--- src/rtl/byte_mem_arbiter_pkg.sv ---
// Shared encodings for the byte-wide memory arbiter: transfer sizes, the UART
// address window and FSM states.
package byte_mem_arbiter_pkg;

   localparam logic [1:0] MEM_SIZE_BYTE = 2'd0;
   localparam logic [1:0] MEM_SIZE_HALF = 2'd1;
   localparam logic [1:0] MEM_SIZE_WORD = 2'd2;

   // addr[17:16] of the UART window; writes there wait on io_buffer_full
   localparam logic [1:0] IO_ADDR_HI = 2'b11;

   typedef enum logic [1:0] {
      StIdle   = 2'd0,
      StIoWait = 2'd1,
      StXfer   = 2'd2
   } arb_state_e;

   // Byte count for a size code; code 3 is treated as a word.
   function automatic logic [2:0] size_bytes(input logic [1:0] size);
      case (size)
         MEM_SIZE_BYTE: size_bytes = 3'd1;
         MEM_SIZE_HALF: size_bytes = 3'd2;
         default:       size_bytes = 3'd4;
      endcase
   endfunction

endpackage

--- src/rtl/byte_mem_arbiter_if.sv ---
// Channel request bus plus byte-wide memory bus of the arbiter.
// master: the arbiter; slave: clients and memory/UART side.
interface byte_mem_arbiter_if #(
   parameter int unsigned NUM_CH = 2,
   parameter int unsigned ADDR_W = 32
);
   logic [NUM_CH-1:0]        req_in;
   logic [NUM_CH-1:0]        we_in;
   logic [2*NUM_CH-1:0]      size_in;
   logic [ADDR_W*NUM_CH-1:0] addr_in;
   logic [32*NUM_CH-1:0]     wdata_in;
   logic [NUM_CH-1:0]        kill_in;
   logic [NUM_CH-1:0]        done_out;
   logic [31:0]              rdata_out;
   logic                     busy_out;
   logic [7:0]               mem_din;
   logic [7:0]               mem_dout;
   logic [31:0]              mem_a;
   logic                     mem_wr;
   logic                     io_buffer_full;

   modport master (
      input  req_in, we_in, size_in, addr_in, wdata_in, kill_in, mem_din, io_buffer_full,
      output done_out, rdata_out, busy_out, mem_dout, mem_a, mem_wr
   );

   modport slave (
      output req_in, we_in, size_in, addr_in, wdata_in, kill_in, mem_din, io_buffer_full,
      input  done_out, rdata_out, busy_out, mem_dout, mem_a, mem_wr
   );

endinterface

--- src/rtl/byte_mem_arbiter_mem_grant_sel.sv ---
// Combinational channel grant: one-hot grant plus index among requesting,
// non-killed channels. BYTE_MEM_ARB_RR_EN selects round-robin starting after
// ptr; otherwise fixed priority with the lowest index winning.
module mem_grant_sel #(
   parameter int unsigned NUM_CH = 2,
   parameter int unsigned CH_W   = 1
) (
   input  logic [NUM_CH-1:0] req,
   input  logic [NUM_CH-1:0] kill,
   input  logic [CH_W-1:0]   ptr,
   output logic [NUM_CH-1:0] gnt_oh,
   output logic [CH_W-1:0]   gnt_idx,
   output logic              gnt_any
);

   logic [NUM_CH-1:0] elig;
   assign elig = req & ~kill;

`ifdef BYTE_MEM_ARB_RR_EN
   logic [CH_W-1:0] start;
   assign start = (ptr == CH_W'(NUM_CH - 1)) ? '0 : ptr + 1'b1;

   // Search the rotation that begins at start; loops unroll to constant indices.
   always_comb begin
      gnt_oh  = '0;
      gnt_idx = '0;
      gnt_any = 1'b0;
      for (int unsigned s = 0; s < NUM_CH; s++) begin
         if (start == CH_W'(s)) begin
            for (int unsigned o = 0; o < NUM_CH; o++) begin
               if (!gnt_any && elig[(s + o) % NUM_CH]) begin
                  gnt_any                   = 1'b1;
                  gnt_idx                   = CH_W'((s + o) % NUM_CH);
                  gnt_oh[(s + o) % NUM_CH]  = 1'b1;
               end
            end
         end
      end
   end
`else
   logic unused_ptr;
   assign unused_ptr = ^ptr;

   // Lowest eligible index wins.
   always_comb begin
      gnt_oh  = '0;
      gnt_idx = '0;
      gnt_any = 1'b0;
      for (int unsigned i = 0; i < NUM_CH; i++) begin
         if (!gnt_any && elig[i]) begin
            gnt_any   = 1'b1;
            gnt_idx   = CH_W'(i);
            gnt_oh[i] = 1'b1;
         end
      end
   end
`endif

endmodule

--- src/rtl/byte_mem_arbiter.sv ---
// N-channel front end to the byte-wide RAM/UART bus. Serialises 1/2/4-byte
// transfers, waits on UART back-pressure, freezes on rdy_in low and aborts
// killed reads. BYTE_MEM_ARB_RR_EN enables round-robin grant (adds a pointer).
module byte_mem_arbiter
   import byte_mem_arbiter_pkg::*;
#(
   parameter int unsigned NUM_CH = 2,
   parameter int unsigned ADDR_W = 32
) (
   input logic               clk_in,
   input logic               rst_in,
   input logic               rdy_in,
   byte_mem_arbiter_if.master bus
);

   localparam int unsigned CH_W = (NUM_CH > 1) ? $clog2(NUM_CH) : 1;

   arb_state_e        state_q, state_d;
   logic [NUM_CH-1:0] ch_oh_q, ch_oh_d;
   logic              we_q, we_d;
   logic [2:0]        n_q, n_d;
   logic [2:0]        k_q, k_d;
   logic [ADDR_W-1:0] addr_q, addr_d;
   logic [31:0]       wdata_q, wdata_d;
   logic [31:0]       rbuf_q, rbuf_d;
   logic [31:0]       rdata_q, rdata_d;
   logic [NUM_CH-1:0] done_q, done_d;
   logic              stalled_q;
   logic [7:0]        stall_byte_q;
   logic [7:0]        byte_in;

   logic [NUM_CH-1:0] gnt_oh;
   logic [CH_W-1:0]   gnt_idx;
   logic              gnt_any;
   logic [CH_W-1:0]   ptr;

   logic              sel_we;
   logic [1:0]        sel_size;
   logic [ADDR_W-1:0] sel_addr;
   logic [31:0]       sel_wdata;

`ifdef BYTE_MEM_ARB_RR_EN
   logic [CH_W-1:0] ptr_q;

   // Remember the last granted channel so the next search starts after it.
   always_ff @(posedge clk_in) begin
      if (!rst_in) begin
         ptr_q <= '0;
      end else if (rdy_in && state_q == StIdle && gnt_any) begin
         ptr_q <= gnt_idx;
      end
   end
   assign ptr = ptr_q;
`else
   assign ptr = '0;
`endif

   mem_grant_sel #(
      .NUM_CH (NUM_CH),
      .CH_W   (CH_W)
   ) u_grant_sel (
      .req     (bus.req_in),
      .kill    (bus.kill_in),
      .ptr     (ptr),
      .gnt_oh  (gnt_oh),
      .gnt_idx (gnt_idx),
      .gnt_any (gnt_any)
   );

   // Pick the granted channel's request fields.
   always_comb begin
      sel_we    = 1'b0;
      sel_size  = '0;
      sel_addr  = '0;
      sel_wdata = '0;
      for (int unsigned i = 0; i < NUM_CH; i++) begin
         if (gnt_idx == CH_W'(i)) begin
            sel_we    = bus.we_in[i];
            sel_size  = bus.size_in[2*i +: 2];
            sel_addr  = bus.addr_in[ADDR_W*i +: ADDR_W];
            sel_wdata = bus.wdata_in[32*i +: 32];
         end
      end
   end

   // After a stall, mem_din has moved on; use the byte saved on the first low cycle.
   assign byte_in = stalled_q ? stall_byte_q : bus.mem_din;

   // Next-state: grant, UART wait, byte serialisation and kill.
   always_comb begin
      state_d = state_q;
      ch_oh_d = ch_oh_q;
      we_d    = we_q;
      n_d     = n_q;
      k_d     = k_q;
      addr_d  = addr_q;
      wdata_d = wdata_q;
      rbuf_d  = rbuf_q;
      rdata_d = rdata_q;
      done_d  = '0;
      unique case (state_q)
         StIdle: begin
            if (gnt_any) begin
               ch_oh_d = gnt_oh;
               we_d    = sel_we;
               n_d     = size_bytes(sel_size);
               k_d     = '0;
               addr_d  = sel_addr;
               wdata_d = sel_wdata;
               rbuf_d  = '0;
               if (sel_we && sel_addr[17:16] == IO_ADDR_HI && bus.io_buffer_full) begin
                  state_d = StIoWait;
               end else begin
                  state_d = StXfer;
               end
            end
         end
         StIoWait: begin
            if (!bus.io_buffer_full) state_d = StXfer;
         end
         StXfer: begin
            if (we_q) begin
               // Started writes always complete; kill is ignored here.
               if (k_q == n_q - 3'd1) begin
                  done_d  = ch_oh_q;
                  state_d = StIdle;
               end else begin
                  k_d = k_q + 3'd1;
               end
            end else if (|(bus.kill_in & ch_oh_q)) begin
               state_d = StIdle;
            end else begin
               if (k_q != 3'd0) rbuf_d[{k_q[1:0] - 2'd1, 3'b000} +: 8] = byte_in;
               if (k_q == n_q) begin
                  rdata_d = rbuf_d;
                  done_d  = ch_oh_q;
                  state_d = StIdle;
               end else begin
                  k_d = k_q + 3'd1;
               end
            end
         end
         default: state_d = StIdle;
      endcase
   end

   // Main state register; everything holds while rdy_in is low.
   always_ff @(posedge clk_in) begin
      if (!rst_in) begin
         state_q <= StIdle;
         ch_oh_q <= '0;
         we_q    <= 1'b0;
         n_q     <= '0;
         k_q     <= '0;
         addr_q  <= '0;
         wdata_q <= '0;
         rbuf_q  <= '0;
         rdata_q <= '0;
         done_q  <= '0;
      end else if (rdy_in) begin
         state_q <= state_d;
         ch_oh_q <= ch_oh_d;
         we_q    <= we_d;
         n_q     <= n_d;
         k_q     <= k_d;
         addr_q  <= addr_d;
         wdata_q <= wdata_d;
         rbuf_q  <= rbuf_d;
         rdata_q <= rdata_d;
         done_q  <= done_d;
      end
   end

   // Stall tracking keeps running while rdy_in is low.
   always_ff @(posedge clk_in) begin
      if (!rst_in) begin
         stalled_q    <= 1'b0;
         stall_byte_q <= '0;
      end else begin
         stalled_q <= !rdy_in;
         if (!rdy_in && !stalled_q) stall_byte_q <= bus.mem_din;
      end
   end

   // Bus drive: only in XFER with bytes left; the final read-capture cycle idles the bus.
   always_comb begin
      bus.mem_a    = '0;
      bus.mem_dout = '0;
      bus.mem_wr   = 1'b0;
      if (state_q == StXfer && k_q < n_q) begin
         bus.mem_a = 32'(addr_q + ADDR_W'(k_q));
         if (we_q) begin
            bus.mem_dout = wdata_q[{k_q[1:0], 3'b000} +: 8];
            bus.mem_wr   = rdy_in;
         end
      end
   end

   assign bus.done_out  = done_q;
   assign bus.rdata_out = rdata_q;
   assign bus.busy_out  = (state_q != StIdle);

endmodule

--- src/flat_wrapper.sv ---
// flat-port wrapper written by rule: the top's interface ports become plain ports
module byte_mem_arbiter_flat import byte_mem_arbiter_pkg::*;
#(
   parameter int unsigned NUM_CH = 2,
   parameter int unsigned ADDR_W = 32
)
  (clk_in, rst_in, rdy_in, bus_req_in, bus_we_in, bus_size_in, bus_addr_in, bus_wdata_in, bus_kill_in, bus_mem_din, bus_io_buffer_full, bus_done_out, bus_rdata_out, bus_busy_out, bus_mem_dout, bus_mem_a, bus_mem_wr);
  byte_mem_arbiter_if #(.NUM_CH(NUM_CH), .ADDR_W(ADDR_W)) bus_i ();
  input logic clk_in;
  input logic rst_in;
  input logic rdy_in;
  input wire logic [$bits(bus_i.req_in)-1:0] bus_req_in;
  input wire logic [$bits(bus_i.we_in)-1:0] bus_we_in;
  input wire logic [$bits(bus_i.size_in)-1:0] bus_size_in;
  input wire logic [$bits(bus_i.addr_in)-1:0] bus_addr_in;
  input wire logic [$bits(bus_i.wdata_in)-1:0] bus_wdata_in;
  input wire logic [$bits(bus_i.kill_in)-1:0] bus_kill_in;
  input wire logic [$bits(bus_i.mem_din)-1:0] bus_mem_din;
  input wire logic [$bits(bus_i.io_buffer_full)-1:0] bus_io_buffer_full;
  output wire logic [$bits(bus_i.done_out)-1:0] bus_done_out;
  output wire logic [$bits(bus_i.rdata_out)-1:0] bus_rdata_out;
  output wire logic [$bits(bus_i.busy_out)-1:0] bus_busy_out;
  output wire logic [$bits(bus_i.mem_dout)-1:0] bus_mem_dout;
  output wire logic [$bits(bus_i.mem_a)-1:0] bus_mem_a;
  output wire logic [$bits(bus_i.mem_wr)-1:0] bus_mem_wr;
  assign bus_i.req_in = bus_req_in;
  assign bus_i.we_in = bus_we_in;
  assign bus_i.size_in = bus_size_in;
  assign bus_i.addr_in = bus_addr_in;
  assign bus_i.wdata_in = bus_wdata_in;
  assign bus_i.kill_in = bus_kill_in;
  assign bus_i.mem_din = bus_mem_din;
  assign bus_i.io_buffer_full = bus_io_buffer_full;
  assign bus_done_out = bus_i.done_out;
  assign bus_rdata_out = bus_i.rdata_out;
  assign bus_busy_out = bus_i.busy_out;
  assign bus_mem_dout = bus_i.mem_dout;
  assign bus_mem_a = bus_i.mem_a;
  assign bus_mem_wr = bus_i.mem_wr;
  byte_mem_arbiter #(.NUM_CH(NUM_CH), .ADDR_W(ADDR_W)) u_core (.clk_in(clk_in), .rst_in(rst_in), .rdy_in(rdy_in), .bus(bus_i));
endmodule
--- config.mk ---
export PLATFORM = sky130hd
export DESIGN_NAME = byte_mem_arbiter_flat
export DESIGN_NICKNAME = d
export VERILOG_FILES = /design/src/rtl/byte_mem_arbiter_pkg.sv /design/src/rtl/byte_mem_arbiter_if.sv /design/src/rtl/byte_mem_arbiter_mem_grant_sel.sv /design/src/rtl/byte_mem_arbiter.sv /design/src/flat_wrapper.sv
export SDC_FILE = /design/constraint.sdc
export NUM_CORES = 1
export LEC_CHECK = 0
export CORE_ASPECT_RATIO = 0.7
export CORE_MARGIN = 3
export CORE_UTILIZATION = 43
export DETAILED_ROUTE_END_ITERATION = 8
export PLACE_DENSITY = 0.8
export SLEW_MARGIN = 15
export SYNTH_ARGS = -nofsm -noshare
export SYNTH_HDL_FRONTEND = slang
export SYNTH_SLANG_ARGS = --single-unit
--- constraint.sdc ---
create_clock -name clk_in -period 3.2 [get_ports clk_in]
set_input_delay 0.8 -clock clk_in [delete_from_list [all_inputs] [get_ports clk_in]]
set_output_delay 0.8 -clock clk_in [all_outputs]
set_load 0.01 [all_outputs]
== Word-level counts from Yosys, hierarchy flattened ==
Cells that the tools add are included.

* Output and inout port bits: 76
* Input port bits: 150
* Logic and storage cells: 99
* Register bits after elaboration: 150

* Add/subtract/negate cells: 5
* Equality and inequality tests: 15
* Bitwise gates (word level): 5
* Reduce and logical (&&, ||, !) cells: 19
* Multiplexer cells: 39
* Shifts and indexed selects: 3
* Order comparisons: 1

{| class="wikitable"
|+ Operator list
! cell !! count
|-
| $mux 32 || 7
|-
| $pmux 32 s2 || 1
|-
| $add 32x3->32 || 1
|-
| $bwmux 32 || 1
|-
| $shift 8x7->32 const A || 1
|-
| $shiftx 32x6->8 || 1
|-
| $shiftx 8x7->32 || 1
|-
| $mux 2 || 13
|-
| $mux 8 || 3
|-
| $mux 3 || 5
|-
| $reduce_and 5->1 || 3
|-
| $pmux 3 s2 || 2
|-
| $neg 5->7 || 1
|-
| $eq 3x3->1 || 2
|-
| $mux 1 || 6
|-
| $ne 2x2->1 const B || 3
|-
| $ne 3x2->1 const B || 2
|-
| $ne 3x3->1 const B || 2
|-
| $pmux 2 s3 || 1
|-
| $reduce_and 6->1 || 1
|-
| $logic_and 1x1->1 || 5
|-
| $and 2x2->2 || 2
|-
| $eq 2x1->1 const B || 2
|-
| $eq 2x2->1 const B || 2
|-
| other kinds (14) || 19
|}

== Depth between registers and ports, before layout ==
* Word-level depth: 13
* Depth in mapped cells: 9
* Depth with buffers taken out: 8

== Hierarchy ==
From an unflattened synthesis, not the netlist that was laid out.

* Cells, all modules: 903
* Area total of the unflattened synthesis: 8,023.9 um^2

{| class="wikitable"
|+ By module, submodules not included
! module !! times used !! seq. area each (um^2) !! area each (um^2) !! cells each
|-
| byte_mem_arbiter || 1 || 3,002.9 || 7,991.4 || 898
|-
| mem_grant_sel || 1 || 0.0 || 32.5 || 5
|}

== Least setup slack after synthesis ==
No wires, ideal clock.

* Path type: flip-flop to output port
* Start point: register u_core.k_q[1]
* End point: output port bus_mem_a[28]
* Cell stages (with the launch flop): 9
* Path slack: -0.107 ns
* Data arrival time: 2.507 ns
* Data required time: 2.400 ns
* Buffers on the path: 1
* Path through: dfxtp_1 -> buf_1 -> inv_1 -> fa_1 -> nand2b_1 -> a211oi_2 -> nand4_1 -> xor2_1 -> nor2_1

* Longest elaborated chain between the ends: 3

{| class="wikitable"
|+ RTL lines
! element !! RTL line !! source
|-
| start, declared || byte_mem_arbiter.sv:22 || <nowiki>logic [2:0] k_q, k_d;</nowiki>
|-
| start signal, assigned || byte_mem_arbiter.sv:165 || <nowiki>k_q <= k_d;</nowiki>
|-
| parallel branches: the longest is 2 deep, another holds $add 32x3->32 || -- ||
|-
| $mux 32 * || byte_mem_arbiter.sv:190 || <nowiki>if (state_q == StXfer && k_q < n_q) begin</nowiki>
|-
| end, declared || flat_wrapper.sv:24 || <nowiki>output wire logic [$bits(bus_i.mem_a)-1:0] bus_mem_a;</nowiki>
|}

Every way passes the cells marked *.

== Worst setup path after layout ==
* Start point: register u_core.k_q[0]
* End point: output port bus_mem_a[28]

The elaborated chain is that of the path after synthesis.

==> qor.txt <==
Post-Syn Area: 7520 µm²
Post-Route Utilization: 65.6%
Core area: 16,700 µm²
Die width: 164 µm
Area post-placement: 10,300 µm²
RSZ-0062 raised after global routing: yes
Seq/Total Area, Yosys: 39.9%
Post-synth ARST share: 0%
Post-DP HPWL: 17.0 mm
Most common cell after layout, fill and taps aside: clkdlybuf4s50_1
Crit end category: output port
GRT Overall Usage: 24.9%
Number of port buffers: 225
Final setup fails: 9
Design area: 11,000 µm²
DRT iter0 DRCs: 654
Syn avg cell area: 8.52 µm²
Total number of vias: 7,771
# fillers: 1,332
Layout Cells excl Fill: 1,348
Initial Util: 44.9%
Clock slew at the register clock pins of the worst setup and hold paths: 60 ps
Cell at the slowest stage of the critical path: fa_2
Via density: 5.76
FMAX: 305 MHz
Max-slew headroom: 33.6%
H-tree depth: 4
Clk_skew: 8.31 ps
Total Routed Length: 24.6 mm
Die Ht: 117 µm
Final Max Slew Viols: 0
Most frequent cells in the layout: clkdlybuf4s50_1, dfxtp_1, nor2_1
# DRC: 0
Largest net degree at the start of global routing: 74
Worst Max-Slew Pin Slew: 988 ps
CP max stage delay: 400 ps
Critical Path RT: 2400 ps
Yosys reg bits: 150
Failing checks: negative setup slack
Clock root buffer: clkbuf_16
Critical path class: reg -> out
Max VDD drop: 0.302 mV
IO Pins: 226
Tot Pwr: 4.62 mW
Layout area overhead: 46.1%
Via count of the first global-routing pass: 7,242
Number of clock buffers inserted by TritonCTS: 17
Leak Pwr: 3.94 nW
Syn Nets: 1,047
DP Cell Count: 1,305
Clk_lat worst skew: 430 ps
Layout cells sized above 1: 14.2%
Maxcap violations: 0
Final Hold Fails: 0
Clk buf depth: 2
CTS tree: done
Crit start category: flip-flop
CP Max Fanout: 4
Final WS setup: -81.0 ps
Num rows: 39
Clock Sinks: 150
Routed WL per cell: 18.2 µm
Worst path buffer plus inverter count: 3
ANT cells: 0
Pwr dens: 420 nW/µm²
DRT antenna net count: 0
Die area: 19,100 µm²
Cells after synthesis: 883
Ys flop type: dfxtp_1
Run status: finished, violations left
Worst path top cell family by delay: adder cells
Cell taking the most area after synthesis: dfxtp_1
Total gr overflow: 0
Synth top area share: 39.9%
Tmin final: 3280 ps
Worst path cell trace: ha_4 > inv_2 > fa_2 > nand2b_4 > a211oi_4 > buf_6 > nand4_1 > xor2_1 > nor2_1 > buf_2
Yosys warnings: 0
Number of synthesized flops with an enable pin: 0
Crit share post-route: 103%
Yosys cell types: 53
Pre-CTS setup slack: -84.8 ps
Hold Path Class: reg -> reg
Crit path arrival time: 2480 ps
Synth top area cells: dfxtp_1, o221ai_1, a21oi_1
First-pass GRT wire length: 38.0 mm
First-pass DRT Iterations: 5
Number of antenna violations at the first check in global routing: 0
Final nets: 1,274
Global placer's final weighted congestion: 0.869
-- worst register-to-register path, cell delays in order, from the launching register on --
cell and delay [ps]:
dfxtp_2 350, buf_4 280, inv_1 110, buf_4 160, ha_1 220, nor2b_1 240
nor4b_2 740, a22oi_1 220, a211oi_1 290
-- per-stage QoR --
stage	TNS, ps	hold WS (ps)
finish	-442	449
global route	-2330	474
CTS	-208	452
detailed placement	-446	444
global placement	-54.3	435
floorplan	0	429
-- synth_stat cells, types with 9 or more instances --
cell	count
buf_2	19
a22oi_1	24
a2bb2oi_1	18
nand3_1	12
and3_1	12
a22o_1	16
nor4_1	11
nor2_1	113
nor3_1	13
ha_1	13
xnor2_1	9
clkbuf_1	49
nand2_1	98
nand4_1	9
o221ai_1	62
xor2_1	14
dfxtp_1	150
a211oi_1	23
mux2i_1	32
inv_1	14
a21oi_1	90
o21ai_0	14
-- layout make-up --
cell class / instances / area, µm² / area share, %
Clock inverter: 11 / 126 / 1.15
Inverter: 14 / 55.1 / 0.501
Clock buffer: 21 / 450 / 4.10
Multi-Input combinational cell: 646 / 4360 / 39.7
Timing Repair Buffer: 281 / 2710 / 24.6
Tap cell: 225 / 282 / 2.56
Sequential cell: 150 / 3010 / 27.4
-- kinds of logic after synthesis --
logic type      share of synthesized area [%]
flops                                    39.9
mux                                      6.65
simple gates                             18.6
fa+ha+maj                                2.43
compound gates                           24.7
buf+inv                                  4.71
xor+xnor                                 2.99
-- layer usage --
layer	part of all wire, %	GRT usage (%)
met5	0	0
met4	2.7	8.23
met3	9.0	7.05
met2	44	37.4
met1	45	34.6
-- report_power, final --
| part | switching, mW | internal (mW) | leakage, nW | total [mW] |
|---|---|---|---|---|
| logic | 0.330 | 0.345 | 2.45 | 0.675 |
| registers | 0.0523 | 1.93 | 1.22 | 1.98 |
| clock network | 0.793 | 1.17 | 0.270 | 1.96 |
| total | 1.17 | 3.44 | 3.94 | 4.62 |
-- flip-flops by register name, indices dropped and copies added, names as in the netlist --
signal                cells
u_core.stall_byte_q       8
u_core.bus.done_out       2
u_core.state_q            2
u_core.rbuf_q            32
u_core.k_q                3
u_core.we_q               1
u_core.addr_q            32
u_core.n_q                3
u_core.stalled_q          1
u_core.wdata_q           32
u_core.bus.rdata_out     32
u_core.ch_oh_q            2
-- repair_timing --
action                                 in CTS  in global routing
setup endpoints to repair                  41                 37
resized for setup                         110                 37
pin swaps                                   8                 15
endpoints found under the hold margin       0                  0
hold buffers                                0                  0
buffers inserted                            5                  8
gates cloned                                1                  0
-- path summary, 6_finish.rpt --
kind                                                 startpoint                                     to  slack [ps]  depth (start not counted)
worst max-delay path                 u_core.k_q[0]$_SDFFE_PN0P_                          bus_mem_a[28]         -80                         10
worst min-delay path            u_core.wdata_q[16]$_SDFFE_PN0P_        u_core.wdata_q[16]$_SDFFE_PN0P_         450                          2
worst max register to register       u_core.k_q[0]$_SDFFE_PN0P_  u_core.bus.rdata_out[16]$_SDFFE_PN0P_         510                          8
worst min register to register  u_core.wdata_q[16]$_SDFFE_PN0P_        u_core.wdata_q[16]$_SDFFE_PN0P_         450                          2
No activity file was read; power rests on OpenSTA's default activity.
